[config.mk]
export PLATFORM = sky130hd
export DESIGN_NAME = si570_freq_sequencer
export DESIGN_NICKNAME = d
export VERILOG_FILES = /design/src/rtl/si570_freq_sequencer.sv
export SDC_FILE = /design/constraint.sdc
export NUM_CORES = 1
export LEC_CHECK = 0
export ABC_AREA = 1
export CORE_AREA = 3 3 93 113
export DETAILED_ROUTE_END_ITERATION = 7
export DIE_AREA = 0 0 96 116
export GPL_ROUTABILITY_DRIVEN = 1
export PLACE_DENSITY = 0.86
export SETUP_SLACK_MARGIN = 0.1
export SLEW_MARGIN = 20
export SYNTH_ARGS = -nofsm -noshare
export SYNTH_HDL_FRONTEND = slang
export SYNTH_SLANG_ARGS = --single-unit
[constraint.sdc]
create_clock -name i_clk -period 3.9 [get_ports i_clk]
set_input_delay 0.78 -clock i_clk [delete_from_list [all_inputs] [get_ports i_clk]]
set_output_delay 0.78 -clock i_clk [all_outputs]
set_load 0.005 [all_outputs]
[src/rtl/si570_freq_sequencer.sv]
// Si570 user-clock reprogramming sequencer.
// Runs the freeze / write HS_DIV-N1-RFREQ / unfreeze / NewFreq sequence as
// five single I2C write transactions. Failed steps are retried on NACK up to a
// bounded count.
module si570_freq_sequencer #(
  parameter logic [6:0]  SlaveAddress = 7'h5D,
  parameter int unsigned MaxRetries   = 3
) (
  input  logic        i_clk,
  input  logic        i_rst,
  input  logic        i_start,
  input  logic [47:0] i_cfg,
  output logic        o_busy,
  output logic        o_done,
  output logic        o_error,
  output logic [2:0]  o_step,
  output logic        o_rv0_valid,
  input  logic        i_rv0_ready,
  output logic [6:0]  o_rv0_slave_address,
  output logic [31:0] o_rv0_wdata,
  output logic [1:0]  o_rv0_burst_count_wr,
  output logic [1:0]  o_rv0_burst_count_rd,
  output logic        o_rv0_rd_wrn,
  input  logic        i_rv1_valid,
  output logic        o_rv1_ready,
  input  logic        i_rv1_nack,
  input  logic [31:0] i_rv1_rdata
);

  localparam int unsigned     RetryW   = (MaxRetries < 1) ? 1 : $clog2(MaxRetries + 1);
  localparam logic [RetryW-1:0] RetryMax = RetryW'(MaxRetries);
  localparam logic [2:0]      LastStep = 3'd4;

  typedef enum logic [2:0] {
    S_IDLE,
    S_ISSUE,
    S_WAIT_RESP,
    S_DONE,
    S_ERROR
  } state_t;

  state_t              r_state;
  state_t              w_state_nxt;

  logic [2:0]          r_step;
  logic [2:0]          w_step_nxt;
  logic [RetryW-1:0]   r_retry;
  logic [RetryW-1:0]   w_retry_nxt;
  logic [47:0]         r_cfg;
  logic [47:0]         w_cfg_nxt;
  logic                r_error;
  logic                w_error_nxt;

  logic                r_busy;
  logic                r_done;
  logic                r_rv0_valid;
  logic                r_rv1_ready;
  logic [31:0]         r_wdata;
  logic [1:0]          r_burst;

  logic                w_busy_nxt;
  logic                w_done_nxt;
  logic                w_rv0_valid_nxt;
  logic                w_rv1_ready_nxt;
  logic [31:0]         w_wdata_nxt;
  logic [1:0]          w_burst_nxt;

  // Response payload carries nothing useful for a write-only sequence.
  logic                w_unused_rdata;
  assign w_unused_rdata = ^i_rv1_rdata;

  // State register.
  always_ff @(posedge i_clk or posedge i_rst) begin
    if (i_rst) begin
      r_state <= S_IDLE;
    end else begin
      r_state <= w_state_nxt;
    end
  end

  // Next-state and sequencing bookkeeping (step, retries, latched config, error flag).
  always_comb begin
    w_state_nxt = r_state;
    w_step_nxt  = r_step;
    w_retry_nxt = r_retry;
    w_cfg_nxt   = r_cfg;
    w_error_nxt = r_error;
    unique case (r_state)
      S_IDLE: begin
        if (i_start) begin
          w_state_nxt = S_ISSUE;
          w_step_nxt  = '0;
          w_retry_nxt = '0;
          w_cfg_nxt   = i_cfg;
          w_error_nxt = 1'b0;
        end
      end
      S_ISSUE: begin
        if (r_rv0_valid && i_rv0_ready) begin
          w_state_nxt = S_WAIT_RESP;
        end
      end
      S_WAIT_RESP: begin
        if (i_rv1_valid) begin
          if (!i_rv1_nack) begin
            if (r_step == LastStep) begin
              w_state_nxt = S_DONE;
            end else begin
              w_state_nxt = S_ISSUE;
              w_step_nxt  = r_step + 3'd1;
              w_retry_nxt = '0;
            end
          end else if (r_retry < RetryMax) begin
            w_state_nxt = S_ISSUE;
            w_retry_nxt = r_retry + RetryW'(1);
          end else begin
            w_state_nxt = S_ERROR;
            w_error_nxt = 1'b1;
          end
        end
      end
      S_DONE:  w_state_nxt = S_IDLE;
      S_ERROR: w_state_nxt = S_IDLE;
      default: w_state_nxt = S_IDLE;
    endcase
  end

  // Output decode from the upcoming state so every output can be registered
  // without adding a cycle of latency; payload is only reloaded on entry to ISSUE.
  always_comb begin
    w_busy_nxt      = (w_state_nxt != S_IDLE);
    w_done_nxt      = (w_state_nxt == S_DONE);
    w_rv0_valid_nxt = (w_state_nxt == S_ISSUE);
    w_rv1_ready_nxt = (w_state_nxt == S_WAIT_RESP);
    w_wdata_nxt     = r_wdata;
    w_burst_nxt     = r_burst;
    if (w_state_nxt == S_ISSUE) begin
      unique case (w_step_nxt)
        3'd0: begin
          w_wdata_nxt = {16'h0000, 8'h10, 8'd137};
          w_burst_nxt = 2'd1;
        end
        3'd1: begin
          w_wdata_nxt = {w_cfg_nxt[31:24], w_cfg_nxt[39:32], w_cfg_nxt[47:40], 8'd7};
          w_burst_nxt = 2'd3;
        end
        3'd2: begin
          w_wdata_nxt = {w_cfg_nxt[7:0], w_cfg_nxt[15:8], w_cfg_nxt[23:16], 8'd10};
          w_burst_nxt = 2'd3;
        end
        3'd3: begin
          w_wdata_nxt = {16'h0000, 8'h00, 8'd137};
          w_burst_nxt = 2'd1;
        end
        3'd4: begin
          w_wdata_nxt = {16'h0000, 8'h40, 8'd135};
          w_burst_nxt = 2'd1;
        end
        default: begin
          w_wdata_nxt = '0;
          w_burst_nxt = '0;
        end
      endcase
    end
  end

  // Registered datapath and outputs.
  always_ff @(posedge i_clk or posedge i_rst) begin
    if (i_rst) begin
      r_step      <= '0;
      r_retry     <= '0;
      r_cfg       <= '0;
      r_error     <= 1'b0;
      r_busy      <= 1'b0;
      r_done      <= 1'b0;
      r_rv0_valid <= 1'b0;
      r_rv1_ready <= 1'b0;
      r_wdata     <= '0;
      r_burst     <= '0;
    end else begin
      r_step      <= w_step_nxt;
      r_retry     <= w_retry_nxt;
      r_cfg       <= w_cfg_nxt;
      r_error     <= w_error_nxt;
      r_busy      <= w_busy_nxt;
      r_done      <= w_done_nxt;
      r_rv0_valid <= w_rv0_valid_nxt;
      r_rv1_ready <= w_rv1_ready_nxt;
      r_wdata     <= w_wdata_nxt;
      r_burst     <= w_burst_nxt;
    end
  end

  assign o_busy               = r_busy;
  assign o_done               = r_done;
  assign o_error              = r_error;
  assign o_step               = r_step;
  assign o_rv0_valid          = r_rv0_valid;
  assign o_rv1_ready          = r_rv1_ready;
  assign o_rv0_wdata          = r_wdata;
  assign o_rv0_burst_count_wr = r_burst;
  assign o_rv0_burst_count_rd = 2'd0;
  assign o_rv0_rd_wrn         = 1'b0;
  assign o_rv0_slave_address  = SlaveAddress;

endmodule
# Yosys cells after proc, flatten, opt, wreduce, memory -nomap -nowiden
# Index checks and enable logic that the tools add are counted.
# totals
n_memories	0
out_inout_bits	52
in_bits	86
word_cells	66
rom_bits	0
reg_bits	95
latch_bits	0
ram_bits	0
# op_classes
shift	0
mux	27
n_bitwise	0
addsub	2
n_eq_ne	16
n_reduce_logical	9
magnitude_cmp	1
multipliers	0
n_div	0
# ops
op	n
$pmux 32 s5	1
$mux 48	2
$mux 3	9
$eq 3x2->1 const B	5
$mux 2	6
$reduce_and 5->1	2
$eq 3x1->1 const B	3
$pmux 3 s3	1
$ne 2x2->1 const B	4
$pmux 2 s2	2
$eq 3x3->1 const B	2
$logic_not 3->1	2
$ne 3x3->1 const B	2
$pmux 3 s2	1
$mux 1	4
$add 3x1->3 const B	1
$reduce_bool 3->1	1
$reduce_or 3->1	1
$add 2x1->2 const B	1
$lt 2x2->1 const B	1
$pmux 1 s2	1
$reduce_bool 2->1	1
$reduce_or 2->1	1
$logic_and 1x1->1	1

# Longest topological paths before layout
# depth
word_depth	8
mapped_depth	14
ltp_nobuf	14

# Least setup slack after synthesis
# Ideal clock, no wire load.
# synth_path
path_kind	in2reg
from	input port i_rv1_nack
to	register r_wdata[25] (netlist: o_rv0_wdata[25])
arrival_time_ns	1.837
required_ns	3.835
setup_slack_ns	1.998
cell_stages	11
setup_ns	0.065
n_path_buf	2
cell_sequence	inv_2 > nand2_1 > nor2_1 > nand2_1 > a21oi_2 > buf_4 > buf_4 > nand3_1 > o21ai_1 > nand2_1 > nand2_1
# synth_between
elab_chain_len	5
word_cells_on_any_way	13
cone_classes	5 x eq/ne; 7 x mux; 1 x reduce/logical
# synth_rtl
item	line	text
start: declaration	26	input logic i_rv1_nack,
$mux 3	105	if (!i_rv1_nack) begin
$mux 3	104	if (i_rv1_valid) begin
$pmux 3 s2	88	unique case (r_state)
$eq 3x3->1, or another cell as far along	138	unique case (w_step_nxt)
$pmux 32 s5	138	
end signal: assignment	189	r_wdata <= w_wdata_nxt;
end: declaration	58	logic [31:0] r_wdata;
# Several ways; a longest one is shown, not always the timed one.
# A chain may end at the register's enable or synchronous reset.

# Final worst setup path
# layout_path
from	input port i_start
to	register r_wdata[22] (netlist: o_rv0_wdata[22])
# layout_between
elab_chain_len	4
word_cells_on_any_way	13
cone_classes	5 x eq/ne; 7 x mux; 1 x reduce/logical
# layout_rtl
item	line	text
start: declaration	11	input logic i_start,
$mux 3	90	if (i_start) begin
$pmux 3 s2	88	
$eq 3x3->1, or another cell as far along	138	
$pmux 32 s5	138	
# Several ways; a longest one is shown, not always the timed one.

==> qor.log <==
qor: status.status finished, final reports clean
qor: drt.drt_antenna_net_count 0
qor: placed_design.placement.io_buffers 92
qor: synthesis.synth_area_leaders dfrtp_1 54%, nand2_1 21%, nand3_1 4.0%
qor: power_and_ir_drop.intPower 2560 µW
qor: final_layout.fillCellCount 850
qor: worst_hold_path.min_delay_path_depth 2
qor: worst_hold_path.worstHoldPathType register to register
qor: critical_path.critical-path-max-stage-delay 650 ps
qor: clock_network.cts_root_buffer clkbuf_16
qor: final_layout.area_growth_syn_to_layout 28.8%
qor: synthesis.post_synth_instance_area 0.00428 mm²
qor: synthesis.avgSynthCellArea 8.10 µm²
qor: power_and_ir_drop.leakage 0.00281 µW
qor: drt.dr_total_vias 3623
qor: critical_path.worst_setup_path_end_kind register
qor: drt.routed_wl 10.0 mm
qor: critical_path.cp_num_buf_inv 4
qor: floorplan.row_count 39
qor: final_layout.final_cell_area 0.00551 mm²
qor: power_and_ir_drop.pwr-share-comb 40.9%
qor: critical_path.timing.critical_path.from_type input pin
qor: clock_network.path_clk_slew 60 ps
qor: final_layout.insertedDiodeCount 0
qor: grt.grt_pass1_vias 3671
qor: power_and_ir_drop.power_switching 1520 µW
qor: floorplan.floorplan.initialDensity 44.9%
qor: floorplan.core_area 0.00952 mm²
qor: grt.antenna_found_initial 0
qor: clock_network.ctsLongestPathBuffers 2
qor: critical_path.timing.setup.critical_path_class input pin to register
qor: final_layout.ff_latch_area 0.00230 mm²
qor: synthesis.largest_area_contributor_in_the_synthesized_netlist dfrtp_1
qor: synthesis.yosysWarnings 0
qor: synthesis.postSynthRegisterBits 92
qor: grt.first_pass_grt_wire_length 16.9 mm
qor: sta.max_slew.worst_pin.slew 841 ps
qor: sta.timing.setup.tns 0 ps
qor: drt.drt_first_pass_iters 4
qor: placed_design.dpl_cell_area 0.00520 mm²
qor: grt.grt_start_max_net_pins 49
qor: critical_path.path_cells clkdlybuf4s50_1 -> inv_1 -> nor2_1 -> nand2_2 -> inv_2 -> nor3_2 -> nor2_4 -> inv_2 -> nand2_1 -> nand2_1
qor: clock_network.cts.repair.resized 0
qor: power_and_ir_drop.vdd.ir_drop.worst 0.358 mV
qor: power_and_ir_drop.netSwitchingFraction 37.3%
qor: critical_path.cpMaxStageDelayCell nor2_4
qor: drt.via_to_cell_ratio 4.90
qor: floorplan.die_width 96 µm
qor: clock_network.clock_latency 340 ps
qor: clock_network.numClockSinks 92
qor: sta.setup_viol 0
qor: sta.unrepaired_setup_endpoints_after_global_routing no
qor: drt.drc_errors 0
qor: placed_design.gp_routability_congestion 0.784
qor: sta.period_minus_ws_final 3120 ps
qor: clock_network.cts_buffers 9
qor: critical_path.timing.reg2reg.worst_path_depth 8
qor: power_and_ir_drop.seqPwrFrac 37.4%
qor: sta.clock_skew 6.72 ps
qor: drt.routedWlPerCell 13.5 µm
qor: sta.final_hold_viol_count 0
qor: flow_run.max_cap_violations 0
qor: critical_path.critPathMaxFanout 34
qor: sta.finalCritPeriodShare 79.9%
qor: synthesis.synth_top_area_share 53.8%
qor: critical_path.path_depth 10
qor: floorplan.die_height 116 µm
qor: final_layout.final_nets 700
qor: final_layout.area_taken_by_multi_input_logic_gates 0.00161 mm²
qor: critical_path.crit_arrival 3340 ps
qor: sta.clock.fmax 321 MHz
qor: sta.slew_headroom 43.8%
qor: grt.grt_use_total 19.5%
qor: floorplan.floorplan_die_area 0.0111 mm²
qor: drt.first_iter_violations 191
qor: placed_design.detailedPlacementHpwl 6.83 mm
qor: synthesis.seq_area_frac_synth 53.8%
qor: grt.final_global_route_overflow_total 0
qor: critical_path.worst_path_dominant_cell_family simple AND/OR/NAND/NOR gates
qor: floorplan.io_pins 138
qor: clock_network.number_of_h_tree_levels 3
qor: critical_path.timing.critical_path.required 4130 ps
qor: synthesis.instance_count_of_the_mapped_netlist 528
qor: clock_network.tritoncts done
qor: synthesis.synth_cell_type_count 28
qor: power_and_ir_drop.power_density 742 mW/mm²
qor: clock_network.post_cts.repair.setup_buffers 0
qor: power_and_ir_drop.power.share.clock 21.7%
qor: sta.final-max-slew-violation-count 0
qor: final_layout.drive_gt1_share 6.01%
qor: clock_network.cts_hold_buf 0
[synthesized netlist by cell type]
cell type  instances
nand3_1           34
a21oi_2            1
nand2_2            3
nor2_1             9
buf_2             11
a31oi_1            1
a21oi_1            2
nor2_4             3
buf_6              2
or2_2              1
nand3b_1           1
o21ai_1           20
nor2_2             1
nor3_2             1
inv_1             42
o21ai_2            1
buf_4             19
dfrtp_1           92
o21a_1             2
o21ai_0            8
clkbuf_1           4
conb_1             2
ha_1               3
nand3_2            1
nand4_1            2
and2_1            22
nand2_1          237
inv_2              3
[worst reg2reg max path, cell delays in order (launching register included)]
cell and delay [ps]:
dfrtp_1 430, nor2_2 180, nand2_2 320, inv_2 150, nor3_2 80, nor2_4 650, inv_2 490, nand2_1 190
nand2_1 60
[cell usage in the layout (no fill, tap or decap)]
master,count
nor2_1,9
o21ai_0,8
clkbuf_8,2
a21oi_2,1
nand2_2,3
clkinv_4,2
nand4_1,2
o21ai_1,20
inv_2,3
bufinv_16,1
ha_1,3
conb_1,13
nor2_2,1
inv_1,41
o21ai_2,1
clkbuf_16,9
clkdlybuf4s50_1,92
nand2_1,237
and2_1,22
dfrtp_1,92
nand3b_1,1
clkinv_2,2
o21a_1,2
or2_2,1
nand3_1,34
clkinvlp_4,1
a21oi_1,2
nand3_2,1
nor3_2,1
a31oi_1,1
buf_4,5
nor2_4,3
[per-stage QoR]
| stage | power, µW | utilization [%] | hold slack, ps | setup WS, ps | instances |
|---|---|---|---|---|---|
| 5_1_grt | 4430 | 57.9 | 494 | 439 | 739 |
| 3_5_place_dp | 3220 | 54.6 | 464 | 408 | 723 |
| 6_report | 4090 | 57.9 | 476 | 783 | 739 |
| 3_3_place_gp | 3130 | 54.6 | 458 | 505 | 723 |
| 4_1_cts | 4130 | 57.9 | 481 | 733 | 739 |
| 2_1_floorplan | 2620 | - | 445 | 728 | 539 |
[power groups by stage]
| stage | Combinational, µW | Sequential [µW] | Clock, µW |
|---|---|---|---|
| 3_3_place_gp | 1600 | 1530 | 0 |
| 6_report | 1670 | 1530 | 889 |
| 5_1_grt | 1900 | 1570 | 960 |
| 2_1_floorplan | 1100 | 1520 | 0 |
| 3_5_place_dp | 1680 | 1540 | 0 |
| 4_1_cts | 1690 | 1530 | 906 |
[registers in the layout (all words and copies together), names as in the netlist]
name                  flops
r_cfg                    48
o_rv0_wdata              29
o_step                    3
r_state                   3
o_rv0_burst_count_wr      2
r_retry                   2
o_busy                    1
o_done                    1
o_error                   1
o_rv0_valid               1
o_rv1_ready               1
[routing by layer]
| metal | share of wire [%] | vias to the layer above | GRT usage (%) |
|---|---|---|---|
| li1 | - | 1760 | - |
| met1 | 42 | 1734 | 24.2 |
| met2 | 50 | 110 | 32.5 |
| met3 | 5.1 | 19 | 4.03 |
| met4 | 2.2 | 0 | 8.35 |
| met5 | 0 | - | 0 |
[kinds of logic (layout without fill, tap and decap cells)]
family	Yosys count	count (layout)	synth area share [%]
simple gates	315	315	31.2
other cells	2	13	0.176
fa+ha+maj	3	3	0.878
flops	92	92	53.8
buf+inv	81	158	9.45
compound gates	35	35	4.42
[path summary, 6_finish.rpt]
path	from	to	slack, ps
max in group asynchronous	i_rst	o_step[2]	2380
hold / removal	o_rv0_wdata[16]	o_rv0_wdata[16]	480
hold reg to reg	o_rv0_wdata[16]	o_rv0_wdata[16]	480
setup / recovery	i_start	o_rv0_wdata[22]	780
min in group asynchronous	i_rst	r_cfg[16]	730
setup reg to reg	r_state[2]	o_rv0_wdata[22]	1240
[final cells by class]
type / count / share of cell area (%)
multi-input combinational: 366 / 29.3
timing repair buffer: 97 / 17.4
tap: 123 / 2.79
inverter: 45 / 3.09
clock inverter: 5 / 1.09
clock buffer: 11 / 4.59
sequential: 92 / 41.8
Note: power is estimated with default switching activity, not from simulation.
